===== src/rtl/pwm_dac_pkg.sv =====
// pwm_dac_pkg: shared helpers for the multi-channel PWM DAC (code width, window end, clamp).
package pwm_dac_pkg;

   function automatic int code_w(input int cycles);
      return $clog2(cycles + 1);
   endfunction

   function automatic int win_last(input int cycles);
      return cycles - 1;
   endfunction

   function automatic logic [31:0] clamp(input logic [31:0] code, input logic [31:0] max);
      return (code > max) ? max : code;
   endfunction

endpackage


===== src/rtl/pwm_dac_chan.sv =====
// pwm_dac_chan: one PWM channel with pending/active duty and registered compare.
// PWM_DAC_CENTER_ALIGN_EN centres the pulse inside the window.
module pwm_dac_chan
   import pwm_dac_pkg::*;
#(
   parameter int CYCLES = 1024,
   parameter int CW     = code_w(CYCLES)
) (
   input  logic          clk,
   input  logic          rst_n,
   input  logic          en_i,
   input  logic          store_i,
   input  logic          load_i,
   input  logic [CW-1:0] cnt_i,
   input  logic [CW-1:0] code_i,
   output logic          pwm_o
);
   localparam logic [CW-1:0] FULL = CW'(CYCLES);

   logic [CW-1:0] pend_q, act_q;
   logic          pwm_q, hit;

`ifdef PWM_DAC_CENTER_ALIGN_EN
   logic [CW-1:0] lo_q;
   always_ff @(posedge clk or negedge rst_n)
      if (!rst_n) lo_q <= '0;
      else if (load_i) lo_q <= (FULL - pend_q) >> 1;
   // lo_q + act_q never exceeds CYCLES, so it cannot wrap in CW bits
   assign hit = (cnt_i >= lo_q) && (cnt_i < lo_q + act_q);
`else
   assign hit = cnt_i < act_q;
`endif

   always_ff @(posedge clk or negedge rst_n) begin
      if (!rst_n) begin
         pend_q <= '0;
         act_q  <= '0;
         pwm_q  <= 1'b0;
      end else begin
         if (store_i) pend_q <= CW'(clamp(32'(code_i), 32'(CYCLES)));
         if (load_i) act_q <= pend_q;
         pwm_q <= en_i & hit;
      end
   end

   assign pwm_o = pwm_q;
endmodule


===== src/rtl/pwm_dac_multi.sv =====
// pwm_dac_multi: multi-channel PWM DAC, shared window counter, one double-buffered frame per window.
// Define PWM_DAC_CENTER_ALIGN_EN for centre-aligned pulses.
module pwm_dac_multi
   import pwm_dac_pkg::*;
#(
   parameter int NUM_CH            = 2,
   parameter int CYCLES_PER_WINDOW = 1024,
   parameter int CODE_WIDTH        = code_w(CYCLES_PER_WINDOW)
) (
   input  logic                         clk,
   input  logic                         rst_n,
   input  logic                         en,
   input  logic [NUM_CH*CODE_WIDTH-1:0] s_data,
   input  logic                         s_valid,
   output logic                         s_ready,
   output logic                         next_sample,
   output logic                         underrun,
   output logic [NUM_CH-1:0]            pwm
);
   localparam logic [CODE_WIDTH-1:0] LAST = CODE_WIDTH'(win_last(CYCLES_PER_WINDOW));

   logic [CODE_WIDTH-1:0] cnt_q, cnt_d;
   logic                  pend_vld_q, pend_vld_d, next_sample_q, underrun_q, ns_d;
   logic                  xfer, win_end;

   always_comb begin
      xfer       = s_valid & ~pend_vld_q;
      win_end    = en & (cnt_q == LAST);
      cnt_d      = (en & ~win_end) ? cnt_q + CODE_WIDTH'(1) : '0;
      pend_vld_d = xfer | (pend_vld_q & ~win_end);
      ns_d       = en & (cnt_d == LAST);
   end

   // both pulses are computed one cycle early so they sit on the last window cycle
   always_ff @(posedge clk or negedge rst_n) begin
      if (!rst_n) begin
         cnt_q         <= '0;
         pend_vld_q    <= 1'b0;
         next_sample_q <= 1'b0;
         underrun_q    <= 1'b0;
      end else begin
         cnt_q         <= cnt_d;
         pend_vld_q    <= pend_vld_d;
         next_sample_q <= ns_d;
         underrun_q    <= ns_d & ~pend_vld_d;
      end
   end

   assign s_ready     = ~pend_vld_q;
   assign next_sample = next_sample_q;
   assign underrun    = underrun_q;

   genvar i;
   generate
      for (i = 0; i < NUM_CH; i++) begin : g_ch
         pwm_dac_chan #(.CYCLES(CYCLES_PER_WINDOW), .CW(CODE_WIDTH)) u_chan (
            .clk     (clk),
            .rst_n   (rst_n),
            .en_i    (en),
            .store_i (xfer),
            .load_i  (win_end & pend_vld_q),
            .cnt_i   (cnt_q),
            .code_i  (s_data[i*CODE_WIDTH +: CODE_WIDTH]),
            .pwm_o   (pwm[i])
         );
      end
   endgenerate
endmodule


===== config.mk =====
export PLATFORM = sky130hd
export DESIGN_NAME = pwm_dac_multi
export DESIGN_NICKNAME = d
export VERILOG_FILES = /design/src/rtl/pwm_dac_pkg.sv /design/src/rtl/pwm_dac_chan.sv /design/src/rtl/pwm_dac_multi.sv
export SDC_FILE = /design/constraint.sdc
export NUM_CORES = 1
export LEC_CHECK = 0
export ABC_AREA = 1
export BUFFER_PORTS_ARGS = -buffer_cell sky130_fd_sc_hd__buf_2
export CAP_MARGIN = 5
export CORE_ASPECT_RATIO = 0.8
export CORE_MARGIN = 8
export CORE_UTILIZATION = 25
export DETAILED_ROUTE_END_ITERATION = 10
export PLACE_DENSITY_LB_ADDON = 0.1
export RECOVER_POWER = 25
export SYNTH_ARGS = -nofsm -noshare
export SYNTH_HDL_FRONTEND = slang
export SYNTH_SLANG_ARGS = --single-unit

===== constraint.sdc =====
create_clock -name clk -period 1.35 [get_ports clk]
set_input_delay 0.27 -clock clk [delete_from_list [all_inputs] [get_ports clk]]
set_output_delay 0.27 -clock clk [all_outputs]
set_load 0.03 [all_outputs]

==> impl_metrics.csv <==
group,metric,value,unit
drt,count_of_vias_placed_by_the_detailed_router,2498,
power_and_ir_drop,ir_worst_vdd,0.5321,mV
sta,timing.fmax,670.9,MHz
cts,clock_tree.htree_level_count,3,
floorplanning,io-pin-count,31,
cts,clk_pin_slew,0.06,ns
worst_setup_path,path_class,"flop to flop",
floorplanning,design.die.area,16300,sq um
sta,setup_tns,-3.123,ns
sta,rsz0062_at_grt,"yes",
yosys,synth_area_per_cell,8.744,sq um
grt,antenna_found_initial,0,
flow_run,max_cap_violations,0,
placement,dp_cells,571,
sta,timing.final.crit_share,110.4,%
yosys,seq_area_frac_synth,48.23,%
sta,setup_violations,35,
cts,clock_sink_count,60,
sta,timing.final.hold_violations,0,
floorplanning,floorplan.initialDensity,25.60,%
grt,first_global_vias,2577,
power_and_ir_drop,p_per_area,1052,nW/um^2
drt,route.final.wire_length,8.335,mm
yosys,synth-main-ff-cell,"sky130_fd_sc_hd__dfrtp_1",
min_path,worst_hold_path_type,"input port to flop",
placement,routability_driven_placement_congestion_ratio,0.7805,
placement,dpl.hpwl,5.944,mm
sta,timing.hold.ws,0.1722,ns
sta,layout_setup_ws,-0.1406,ns
cts,cts_tree,"yes",
cts,tritoncts.num_buffers,9,
power_and_ir_drop,p_sw,996.1,uW
drt,antenna_violating_nets_post_route,0,
placement,pre_cts_slack,-0.1510,ns
grt,grt_overflow,0,
status,failed_checks,"setup timing",
yosys,post_synth_inst_count,356,
sta,timing.final.crit_period,1.491,ns
yosys,number_of_warnings_reported_in_the_yosys_synthesis_log,0,
drt,detailedRoute.firstIterationViolations,85,
worst_setup_path,arrival,1.70,ns
yosys,netlist_area,3113,sq um
finish,stdcell_count,597,
worst_setup_path,startpoint_type,"flop",
sta,maxSlewViolCount,0,
worst_setup_path,crit_path_end_kind,"flop",
cts,clock_latency,0.33,ns
yosys,syn_nets,403,
yosys,yosys_register_bits,60,
finish,drive_above_1_share,37.98,%
yosys,ys_async_sr_fraction,100.0,%
floorplanning,die_width,140.8,um
grt,wire_length_of_the_first_global_routing_pass,13.74,mm
finish,antennaDiodeCount,0,
power_and_ir_drop,p_int,3.658,mW
floorplanning,coreArea,12160,sq um
drt,routed_via_density,4.184,
worst_setup_path,crit_required,1.56,ns
floorplanning,placement_rows,36,
finish,areaGrowthSynthToFinish,42.16,%
placement,port_buffers,30,
cts,cts-root-buf,"sky130_fd_sc_hd__clkbuf_16",
drt,routedWlPerCell,13.96,um
finish,num-nets-final,487,
finish,most-common-layout-cells,"83 x sky130_fd_sc_hd__nand2_1, 57 x sky130_fd_sc_hd__dfrtp_1, 39 x sky130_fd_sc_hd__inv_1, 38 x sky130_fd_sc_hd__buf_4, 28 x sky130_fd_sc_hd__buf_2",
finish,postLayoutCoreUtil,36.39,%
power_and_ir_drop,power_frac_clock,54.6,%
sta,timing.max_slew.rel_slack,61.17,%
finish,layout_commonest_cell,"sky130_fd_sc_hd__nand2_1",
placement,postPlaceCellArea,3735,sq um
grt,grt_util_all_layers,10.96,%
power_and_ir_drop,power.sequential.fraction,40.1,%
status,outcome,"complete, but fails checks",
power_and_ir_drop,switching_share,21.40,%
drt,drc_errors,0,
grt,grt_start_max_net_pins,61,
yosys,synthDistinctLibCells,27,
floorplanning,die_h,115.8,um
sta,worstMarginPinSlew,0.5825,ns
power_and_ir_drop,pwr-share-comb,5.2,%
power_and_ir_drop,power.total,4.655,mW
power_and_ir_drop,leakage,2.179,nW
sta,clock_skew,0.006264,ns
cts,clock_tree.buffer_depth,2,
yosys,post_synth_edffs,0,
finish,design_area,4425,sq um
drt,first_pass_iters,4,
worst_setup_path,critPathMaxFanout,3,
metal layers:
layer | part of all wire [%] | vias to the layer above | track usage, %
met2 | 40 | 41 | 14.93
li1 | - | 1315 | -
met1 | 54 | 1132 | 15.66
met3 | 3.7 | 10 | 3.582
met4 | 1.6 | 0 | 3.857
met5 | 0 | - | 0
kinds of logic (layout without fill, tap and decap cells):
| logic type | after synthesis | in the layout | synth area share (%) |
|---|---|---|---|
| buffers and inverters | 54 | 143 | 7.757 |
| adders and majority gates | 21 | 21 | 8.440 |
| DFF | 60 | 60 | 48.23 |
| AOI/OAI and AO/OA | 48 | 48 | 10.61 |
| xor gates and xnor gates | 2 | 2 | 0.5628 |
| and+or+nand+nor | 171 | 171 | 24.40 |
final timing paths:
kind | start | to | slack (ns) | cells past startpoint
worst max-delay path | cnt_q[9]$_DFF_PN0_ | g_ch[0].u_chan.pwm_o$_DFF_PN0_ | -0.14 | 7
worst min-delay path | s_data[9] | g_ch[0].u_chan.pend_q[9]$_DFFE_PN0P_ | 0.17 | 2
worst max register to register | cnt_q[9]$_DFF_PN0_ | g_ch[0].u_chan.pwm_o$_DFF_PN0_ | -0.14 | 7
worst min register to register | g_ch[1].u_chan.pend_q[2]$_DFFE_PN0P_ | g_ch[1].u_chan.pend_q[2]$_DFFE_PN0P_ | 0.48 | 2
max in group asynchronous | rst_n | cnt_q[2]$_DFF_PN0_ | 0.36 | 3
min in group asynchronous | rst_n | underrun$_DFF_PN0_ | 0.56 | 3
sequential cells by signal (all words and copies together), names as in the netlist:
signal              flops
g_ch.u_chan.pend_q     22
underrun                1
next_sample             1
pend_vld_q              1
cnt_q                  11
g_ch.u_chan.pwm_o       2
g_ch.u_chan.act_q      22
cell usage after synthesis (4+ instances only):
| master | number | area (sq um) |
|---|---|---|
| sky130_fd_sc_hd__nand3_1 | 30 | 150.1 |
| sky130_fd_sc_hd__nor2_1 | 35 | 131.4 |
| sky130_fd_sc_hd__ha_1 | 21 | 262.8 |
| sky130_fd_sc_hd__o21ai_0 | 7 | 35.03 |
| sky130_fd_sc_hd__nand2_2 | 4 | 25.02 |
| sky130_fd_sc_hd__o21ai_1 | 4 | 20.02 |
| sky130_fd_sc_hd__dfrtp_1 | 60 | 1501 |
| sky130_fd_sc_hd__o21ai_2 | 20 | 175.2 |
| sky130_fd_sc_hd__nand2_1 | 90 | 337.8 |
| sky130_fd_sc_hd__nor2_4 | 4 | 45.04 |
| sky130_fd_sc_hd__inv_1 | 44 | 165.2 |
| sky130_fd_sc_hd__a21oi_1 | 13 | 65.06 |
| sky130_fd_sc_hd__buf_6 | 4 | 45.04 |
final cells by class:
| type | count | area, sq um |
|---|---|---|
| Clock buffer | 11 | 252.7 |
| Clock inverter | 5 | 83.83 |
| Fill cell | 1255 | 7736 |
| Inverter | 44 | 167.7 |
| Multi-Input combinational cell | 242 | 1578 |
| Sequential cell | 60 | 1505 |
| Tap cell | 152 | 190.2 |
| Timing Repair Buffer | 83 | 648.1 |
timing repair:
action | in CTS | in global routing
endpoints found under the hold margin | 60 | 0
pin swaps | 8 | 8
cloned | 0 | 2
setup endpoints to repair | 36 | 50
setup buffers | 6 | 3
resized for setup | 30 | 33
hold buffers | 1 | 0
power by group through the flow:
| stage | sequential [mW] | clock (mW) | combinational, mW |
|---|---|---|---|
| final | 1.87 | 2.54 | 0.244 |
| after global routing | 1.87 | 2.71 | 0.277 |
| after CTS | 1.87 | 2.65 | 0.241 |
| after detailed placement | 1.89 | 0 | 0.221 |
| after global placement | 1.89 | 0 | 0.221 |
| after floorplan | 1.89 | 0 | 0.0846 |
critical path: stages, from the launching register on:
cell and delay [ns]:
sky130_fd_sc_hd__dfrtp_1 0.42, sky130_fd_sc_hd__buf_4 0.16, sky130_fd_sc_hd__ha_1 0.29, sky130_fd_sc_hd__nand2_2 0.08
sky130_fd_sc_hd__nor2_2 0.12, sky130_fd_sc_hd__nand3_2 0.11, sky130_fd_sc_hd__o2111ai_2 0.12, sky130_fd_sc_hd__nor2_2 0.06
Power figures use the tool's default switching activity.
